`config.mk`:
```
export PLATFORM = sky130hd
export DESIGN_NAME = lc3b_mem_arbiter
export DESIGN_NICKNAME = d
export VERILOG_FILES = /design/src/rtl/lc3b_mem_arbiter_pkg.sv /design/src/rtl/lc3b_mem_arbiter_sat_counter.sv /design/src/rtl/lc3b_mem_arbiter.sv
export SDC_FILE = /design/constraint.sdc
export NUM_CORES = 1
export LEC_CHECK = 0
export ABC_AREA = 1
export CAP_MARGIN = 10
export CORE_ASPECT_RATIO = 1.2
export CORE_MARGIN = 4
export CORE_UTILIZATION = 40
export DETAILED_ROUTE_END_ITERATION = 7
export GPL_TIMING_DRIVEN = 0
export HOLD_SLACK_MARGIN = 0.08
export PLACE_DENSITY = 0.77
export SYNTH_ARGS = -nofsm -noshare
export SYNTH_HDL_FRONTEND = slang
export SYNTH_SLANG_ARGS = --single-unit
```
`constraint.sdc`:
```
create_clock -name clk -period 1.6 [get_ports clk]
set_input_delay 0.32 -clock clk [delete_from_list [all_inputs] [get_ports clk]]
set_output_delay 0.32 -clock clk [all_outputs]
set_load 0.01 [all_outputs]
```
`src/rtl/lc3b_mem_arbiter_pkg.sv`:
```
// Shared types for the LC-3b memory arbiter: word type, arbiter state and request record.
package lc3b_mem_arbiter_pkg;

    typedef logic [15:0] lc3b_word;

    typedef enum logic [1:0] {
        IDLE    = 2'd0,
        GRANT_I = 2'd1,
        GRANT_D = 2'd2
    } lc3b_arb_state;

    typedef struct packed {
        lc3b_word   addr;
        lc3b_word   wdata;
        logic [1:0] be;
        logic       read;
        logic       write;
    } lc3b_mem_req;

endpackage

```
`src/rtl/lc3b_mem_arbiter_sat_counter.sv`:
```
// Saturating up-counter: counts inc pulses and holds at all-ones.
module sat_counter #(
    parameter int WIDTH = 16
) (
    input  logic             clk,
    input  logic             reset,
    input  logic             inc,
    output logic [WIDTH-1:0] count
);

    logic [WIDTH-1:0] count_q;

    // Count register: clear on reset, step on inc unless already at full scale.
    always_ff @(posedge clk) begin
        if (reset) begin
            count_q <= '0;
        end else if (inc && (count_q != {WIDTH{1'b1}})) begin
            count_q <= count_q + 1'b1;
        end
    end

    assign count = count_q;

endmodule

```
`src/rtl/lc3b_mem_arbiter.sv`:
```
// Arbitrates the LC-3b IF and MEM word ports onto one downstream port with
// data priority, a bounded data streak to keep IF from starving, and
// saturating performance counters.
module lc3b_mem_arbiter
    import lc3b_mem_arbiter_pkg::*;
#(
    parameter int MAX_D_STREAK = 4,
    parameter int CNT_WIDTH    = 16
) (
    input  logic                 clk,
    input  logic                 reset,

    input  logic                 if_memread,
    input  logic [15:0]          if_memaddr,
    input  logic [1:0]           if_mem_byte_enable,
    output logic                 if_mem_resp,
    output logic [15:0]          if_mem_rdata,

    input  logic                 mem_memread,
    input  logic                 mem_memwrite,
    input  logic [15:0]          mem_memaddr,
    input  logic [15:0]          mem_mem_wdata,
    input  logic [1:0]           mem_mem_byte_enable,
    output logic                 mem_mem_resp,
    output logic [15:0]          mem_mem_rdata,

    output logic                 dn_read,
    output logic                 dn_write,
    output logic [15:0]          dn_address,
    output logic [15:0]          dn_wdata,
    output logic [1:0]           dn_byte_enable,
    input  logic                 dn_resp,
    input  logic [15:0]          dn_rdata,

    output logic [CNT_WIDTH-1:0] if_grant_count,
    output logic [CNT_WIDTH-1:0] d_grant_count,
    output logic [CNT_WIDTH-1:0] wait_count
);

    localparam int SW = $clog2(MAX_D_STREAK + 1);
    localparam logic [SW-1:0] STREAK_MAX = SW'(MAX_D_STREAK);

    lc3b_arb_state state_q, state_d;
    lc3b_mem_req   req_q, req_d;
    logic [SW-1:0] d_streak_q, d_streak_d;

    logic d_req;
    logic if_done;
    logic d_done;
    logic wait_inc;

    assign d_req = mem_memread | mem_memwrite;

    // Next-state logic: IDLE takes the arbitration decision, GRANT_x waits for dn_resp.
    always_comb begin
        state_d    = state_q;
        req_d      = req_q;
        d_streak_d = d_streak_q;
        unique case (state_q)
            IDLE: begin
                if (d_req && !(if_memread && (d_streak_q == STREAK_MAX))) begin
                    state_d     = GRANT_D;
                    req_d.addr  = mem_memaddr;
                    req_d.wdata = mem_mem_wdata;
                    req_d.be    = mem_mem_byte_enable;
                    req_d.read  = mem_memread;
                    req_d.write = mem_memwrite;
                    if (!if_memread) begin
                        d_streak_d = '0;
                    end else if (d_streak_q != STREAK_MAX) begin
                        d_streak_d = d_streak_q + 1'b1;
                    end
                end else if (if_memread) begin
                    state_d     = GRANT_I;
                    req_d.addr  = if_memaddr;
                    req_d.wdata = '0;
                    req_d.be    = if_mem_byte_enable;
                    req_d.read  = 1'b1;
                    req_d.write = 1'b0;
                    d_streak_d  = '0;
                end
            end
            GRANT_I, GRANT_D: begin
                // Strobes drop at the edge after completion, forcing one IDLE cycle.
                if (dn_resp) begin
                    state_d     = IDLE;
                    req_d.read  = 1'b0;
                    req_d.write = 1'b0;
                end
            end
            default: begin
                state_d = IDLE;
            end
        endcase
    end

    // State, request and streak registers; reset abandons any open transaction.
    always_ff @(posedge clk) begin
        if (reset) begin
            state_q    <= IDLE;
            req_q      <= '0;
            d_streak_q <= '0;
        end else begin
            state_q    <= state_d;
            req_q      <= req_d;
            d_streak_q <= d_streak_d;
        end
    end

    assign dn_read        = req_q.read;
    assign dn_write       = req_q.write;
    assign dn_address     = req_q.addr;
    assign dn_wdata       = req_q.wdata;
    assign dn_byte_enable = req_q.be;

    // A response is forwarded only if its requester is still asking for it.
    assign if_done = !reset && (state_q == GRANT_I) && dn_resp && if_memread;
    assign d_done  = !reset && (state_q == GRANT_D) && dn_resp && d_req;

    assign if_mem_resp   = if_done;
    assign if_mem_rdata  = if_done ? dn_rdata : 16'h0000;
    assign mem_mem_resp  = d_done;
    assign mem_mem_rdata = d_done ? dn_rdata : 16'h0000;

    assign wait_inc = (if_memread && (state_q != GRANT_I)) ||
                      (d_req && (state_q != GRANT_D));

    sat_counter #(.WIDTH(CNT_WIDTH)) u_if_cnt (
        .clk   (clk),
        .reset (reset),
        .inc   (if_done),
        .count (if_grant_count)
    );

    sat_counter #(.WIDTH(CNT_WIDTH)) u_d_cnt (
        .clk   (clk),
        .reset (reset),
        .inc   (d_done),
        .count (d_grant_count)
    );

    sat_counter #(.WIDTH(CNT_WIDTH)) u_wait_cnt (
        .clk   (clk),
        .reset (reset),
        .inc   (wait_inc),
        .count (wait_count)
    );

endmodule

```
Word level (Yosys, flattened, before mapping). Index checks and enable logic that the tools add are counted.

Register bits after elaboration: 89. Output and inout port bits: 118.

Equal/unequal tests: 12. Add/sub/neg operators: 4. Bitwise gates (word level): 1. Reductions and logical operators: 24. Mux-type cells: 13.

Operators by type and width (number): $mux W36 (2); $add A16 B1 Y16 const B (3); $ne A16 B16 Y1 const B (3); $mux W16 (2); $logic_and A1 B1 Y1 (13); $mux W3 (4); $pmux W2 S2 (2); $mux W2 (3); $ne A3 B3 Y1 const B (2); $reduce_and A3 Y1 (2); $ne A2 B2 Y1 const B (2); $reduce_and A2 Y1 (2); $reduce_bool A2 Y1 (2); $add A3 B1 Y3 const B (1); $eq A3 B3 Y1 const B (1); $ne A3 B2 Y1 const B (1); $eq A2 B1 Y1 const B (1); $eq A2 B2 Y1 const B (1); $logic_not A1 Y1 (2); $logic_not A2 Y1 (1); $ne A2 B1 Y1 const B (1); $reduce_or A2 Y1 (1); $logic_or A1 B1 Y1 (1); $or A1 B1 Y1 (1).

Depth between registers and ports, before layout.
Depth in word-level cells: 6. Depth in mapped cells: 11.

By module. From an unflattened synthesis, not the netlist that was laid out.

Cells, all modules: 775. Area, all modules: 4962.3 µm².

Modules (own cells, without submodules): sat_counter (seq. area each 320.3 µm², times used 3, area each 929.6 µm², cells each 149); lc3b_mem_arbiter (seq. area each 820.8 µm², times used 1, area each 2173.3 µm², cells each 328).

Least setup slack after synthesis. No wires, ideal clock.

Kind: register to output. From: reg state_q[0]. To: out mem_mem_rdata[10]. Path slack: 0.058 ns. Arrival: 1.222 ns. Cell stages (with the launch flop): 8. Path through: dfxtp_1 > inv_1 > ha_1 > inv_1 > nor2_1 > nand3_2 > clkbuf_1 > nor2_1.

Cells in the longest elaborated chain, start to end: 5.

Ends and longest elaborated chain: from (decl) (RTL line lc3b_mem_arbiter.sv:43) `lc3b_arb_state state_q, state_d;`; from (signal assigned) (RTL line lc3b_mem_arbiter.sv:104) `state_q <= state_d;`; $eq A2 B2 Y1 (RTL line lc3b_mem_arbiter.sv:118) `assign d_done = !reset && (state_q == GRANT_D) && dn_resp && d_req;`; $logic_and A1 B1 Y1 (3 in a row) (RTL line lc3b_mem_arbiter.sv:118); $mux W16 (RTL line lc3b_mem_arbiter.sv:123) `assign mem_mem_rdata = d_done ? dn_rdata : 16'h0000;`; to (decl) (RTL line lc3b_mem_arbiter.sv:25) `output logic [15:0] mem_mem_rdata,`.

No other way between the ends.

Worst setup path after layout.
From: in mem_memread. To: out mem_mem_rdata[6].

Cells in the longest elaborated chain, start to end: 3.

Ends and longest elaborated chain: from (decl) (RTL line lc3b_mem_arbiter.sv:19) `input logic mem_memread,`; $or A1 B1 Y1 (RTL line lc3b_mem_arbiter.sv:52) `assign d_req = mem_memread | mem_memwrite;`; $logic_and A1 B1 Y1 (RTL line lc3b_mem_arbiter.sv:118); $mux W16 (RTL line lc3b_mem_arbiter.sv:123).

No other way between the ends.

==> impl_metrics.env <==
export IMPL_status="complete, but fails checks"
export IMPL_failed_checks="negative setup slack"
export IMPL_ir_worst_vdd_uv=507
export IMPL_nFillCells=1037
export IMPL_cts_made_buffers=9
export IMPL_grt_antenna_before_repair=0
export IMPL_cp_startpoint="mem_memread"
export IMPL_setup_ws_ns=-0.287
export IMPL_die_area_um2=14100
export IMPL_register_area_um2=1830
export IMPL_crit_path_start_kind="input pin"
export IMPL_netlist_area_um2=4890
export IMPL_cts_tree="done"
export IMPL_grt_ovfl_total=0
export IMPL_skew_ns=0.00652
export IMPL_ant_nets=0
export IMPL_gp_congestion=0.906
export IMPL_core_area_um2=11800
export IMPL_leakagePower_uw=0.00360
export IMPL_h_tree_depth=3
export IMPL_synth_distinct_cells=37
export IMPL_cts_buffer_depth=2
export IMPL_rows=43
export IMPL_rsz0062_at_grt="yes"
export IMPL_area_delta_synth_final_pct=61.5
export IMPL_crit_required_ns=1.28
export IMPL_synthesis_instances=727
export IMPL_async_flop_share_pct=0
export IMPL_die_h_um=129
export IMPL_syn_num_nets=809
export IMPL_worst_pin_slew_ns=0.639
export IMPL_dr_total_vias=5400
export IMPL_dr_pass1_iters=5
export IMPL_clk_latency_ns=0.33
export IMPL_setup_viol=43
export IMPL_reg2reg_to="state_q[1]"
export IMPL_port_buffers=189
export IMPL_r2r_cells=9
export IMPL_slew_viol_final=0
export IMPL_max_cap_violations=0
export IMPL_cts_sinks=89
export IMPL_viasPerCell=4.85
export IMPL_die_w_um=109
export IMPL_clk_pin_slew_ns=0.06
export IMPL_post_route_min_period_ns=1.89
export IMPL_powerDensity_nw_per_um2=728
export IMPL_grt_max_degree=16
export IMPL_cts_root_buf="clkbuf_16"
export IMPL_start_util_pct=41.5
export IMPL_regToRegStartpoint="state_q[1]"
export IMPL_crit_path_end="mem_mem_rdata[6]"
export IMPL_routed_wl_um=15200
export IMPL_clock_fmax_mhz=530
export IMPL_postCtsHoldBufs=0
export IMPL_hold_class="in2reg"
export IMPL_multi_input_area_um2=3070
export IMPL_synth_seq_cells=89
export IMPL_drive_gt1_share_pct=26.0
export IMPL_ys_warn_count=0
export IMPL_wl_per_cell_um=13.6
export IMPL_grtUsageTotal_pct=20.1
export IMPL_arrival_ns=1.57
export IMPL_dp_hpwl_um=10900
export IMPL_fin_nets=1034
export IMPL_critical_path_class="in2out"
export IMPL_rrSetupSlack_ns=-0.01
export IMPL_slew_headroom_pct=57.4
export IMPL_hold_slack_ns=0.291
export IMPL_drt_iter0_markers=192
export IMPL_ys_seq_area_share_pct=36.5
export IMPL_synth_top_flop_cell="dfxtp_1"
export IMPL_syn_mean_instance_area_um2=6.72
export IMPL_place_ws_ns=-1.05
export IMPL_drc=0
export IMPL_worstSetupEndpointType="primary output"
export IMPL_io_pins=192
export IMPL_hold_depth=3
export IMPL_path_max_fanout=5
export IMPL_hold_violations=0
export IMPL_grt_pass1_vias=4838
export IMPL_synth_edf_count=0
export IMPL_finalCritPeriodShare_pct=118
export IMPL_grt_pass1_wl_um=22500
state kept, by name, indices dropped and copies added, names as in the netlist:
name / cells
d_streak_q: 3
dn_address: 16
dn_byte_enable: 2
dn_read: 1
dn_wdata: 16
dn_write: 1
state_q: 2
u_d_cnt.count: 16
u_if_cnt.count: 16
u_wait_cnt.count: 16
cell type report:
cell class	instances	area share, %
antenna	1	0.0317
timing repair buffer	213	25.8
buffer	24	2.63
tap	157	2.49
sequential	89	23.2
clock inverter	6	0.872
clock buffer	9	2.85
inverter	65	3.19
multi-input combinational	550	38.9
power by group:
group          leakage (uW)  internal, uW  switching, uW
combinational       0.00272           622            598
clock              0.000130          1210            901
sequential         0.000742          2340           82.3
total               0.00360          4170           1580
routing by layer:
layer	global-route usage, %	vias to the layer above	wire, um
met3	6.53	16	1310
met5	0	-	0
li1	-	2760	-
met4	5.87	0	198
met1	22.8	2458	5840
met2	35.8	166	7830
kinds of logic (layout without fill, tap and decap cells):
family / Yosys count / count (layout) / synth area share [%]
other cells: 0 / 1 / 0
buf+inv: 89 / 317 / 8.66
fa+ha+maj: 8 / 8 / 2.05
xor+xnor: 6 / 6 / 1.08
flops: 89 / 89 / 36.5
simple gates: 444 / 444 / 41.4
compound gates: 91 / 92 / 10.4
critical path, stage by stage:
cell	delay, ns
clkdlybuf4s50_1	0.51
inv_2	0.06
nand2_4	0.13
nand3_4	0.15
buf_8	0.19
nor2_1	0.08
buf_2	0.13
timing repair:
action,CTS,global route
gates resized for setup,245,121
cloned,1,2
endpoints found under the setup margin,107,138
hold endpoints to repair,0,0
buffers inserted,13,12
pin swaps,17,28
worst min-delay path by stage:
stage	from	to
floorplan	d_streak_q[1]	d_streak_q[1]
global placement	dn_wdata[12]	dn_wdata[12]
detailed placement	dn_wdata[3]	dn_wdata[3]
CTS	if_memread	d_streak_q[0]
global route	if_memread	d_streak_q[0]
finish	if_memread	d_streak_q[0]
synth_stat cells (6+ instances only):
master	count	area [um2]
a21oi_1	53	265
nand2_2	9	56.3
buf_6	10	113
inv_1	58	218
clkbuf_1	9	33.8
o21ai_0	13	65.1
inv_2	6	22.5
nor3_1	7	35.0
nor2_4	9	101
dfxtp_1	89	1780
nor2_1	129	484
a31oi_1	18	113
ha_1	8	100
nor2_2	10	62.6
nand3_2	9	90.1
nand2_1	216	811
nand3_1	33	165
metrics by stage:
step / setup TNS, ns / util, % / area [um2] / std cells / total power, uW
final: -8.21 / 67.0 / 7890 / 1114 / 5750
after global routing: -11.27 / 67.0 / 7890 / 1113 / 6010
after global placement: -48.44 / 59.2 / 6970 / 1073 / 3550
after detailed placement: -48.93 / 59.2 / 6970 / 1073 / 3560
after floorplan: 0 / - / 4890 / 727 / 3000
after CTS: -8.84 / 62.6 / 7380 / 1102 / 5720
cells in the final DEF, fill, tap and decap left out, types with 4 or more instances in the layout:
cell type / instances
a21oi_1: 51
a31oi_1: 18
buf_2: 22
buf_4: 18
buf_6: 27
buf_8: 5
clkbuf_1: 7
clkbuf_16: 9
clkdlybuf4s50_1: 102
clkinvlp_4: 4
dfxtp_1: 57
dfxtp_2: 29
dlygate4sd2_1: 34
dlymetal6s2s_1: 19
ha_4: 5
inv_1: 51
inv_2: 11
nand2_1: 206
nand2_2: 15
nand2_4: 9
nand3_1: 30
nand3_2: 10
nand4_1: 5
nor2_1: 93
nor2_2: 26
nor2_4: 29
nor3_1: 4
o21ai_0: 13
o21ai_4: 4
(Power assumes the default switching activity.)
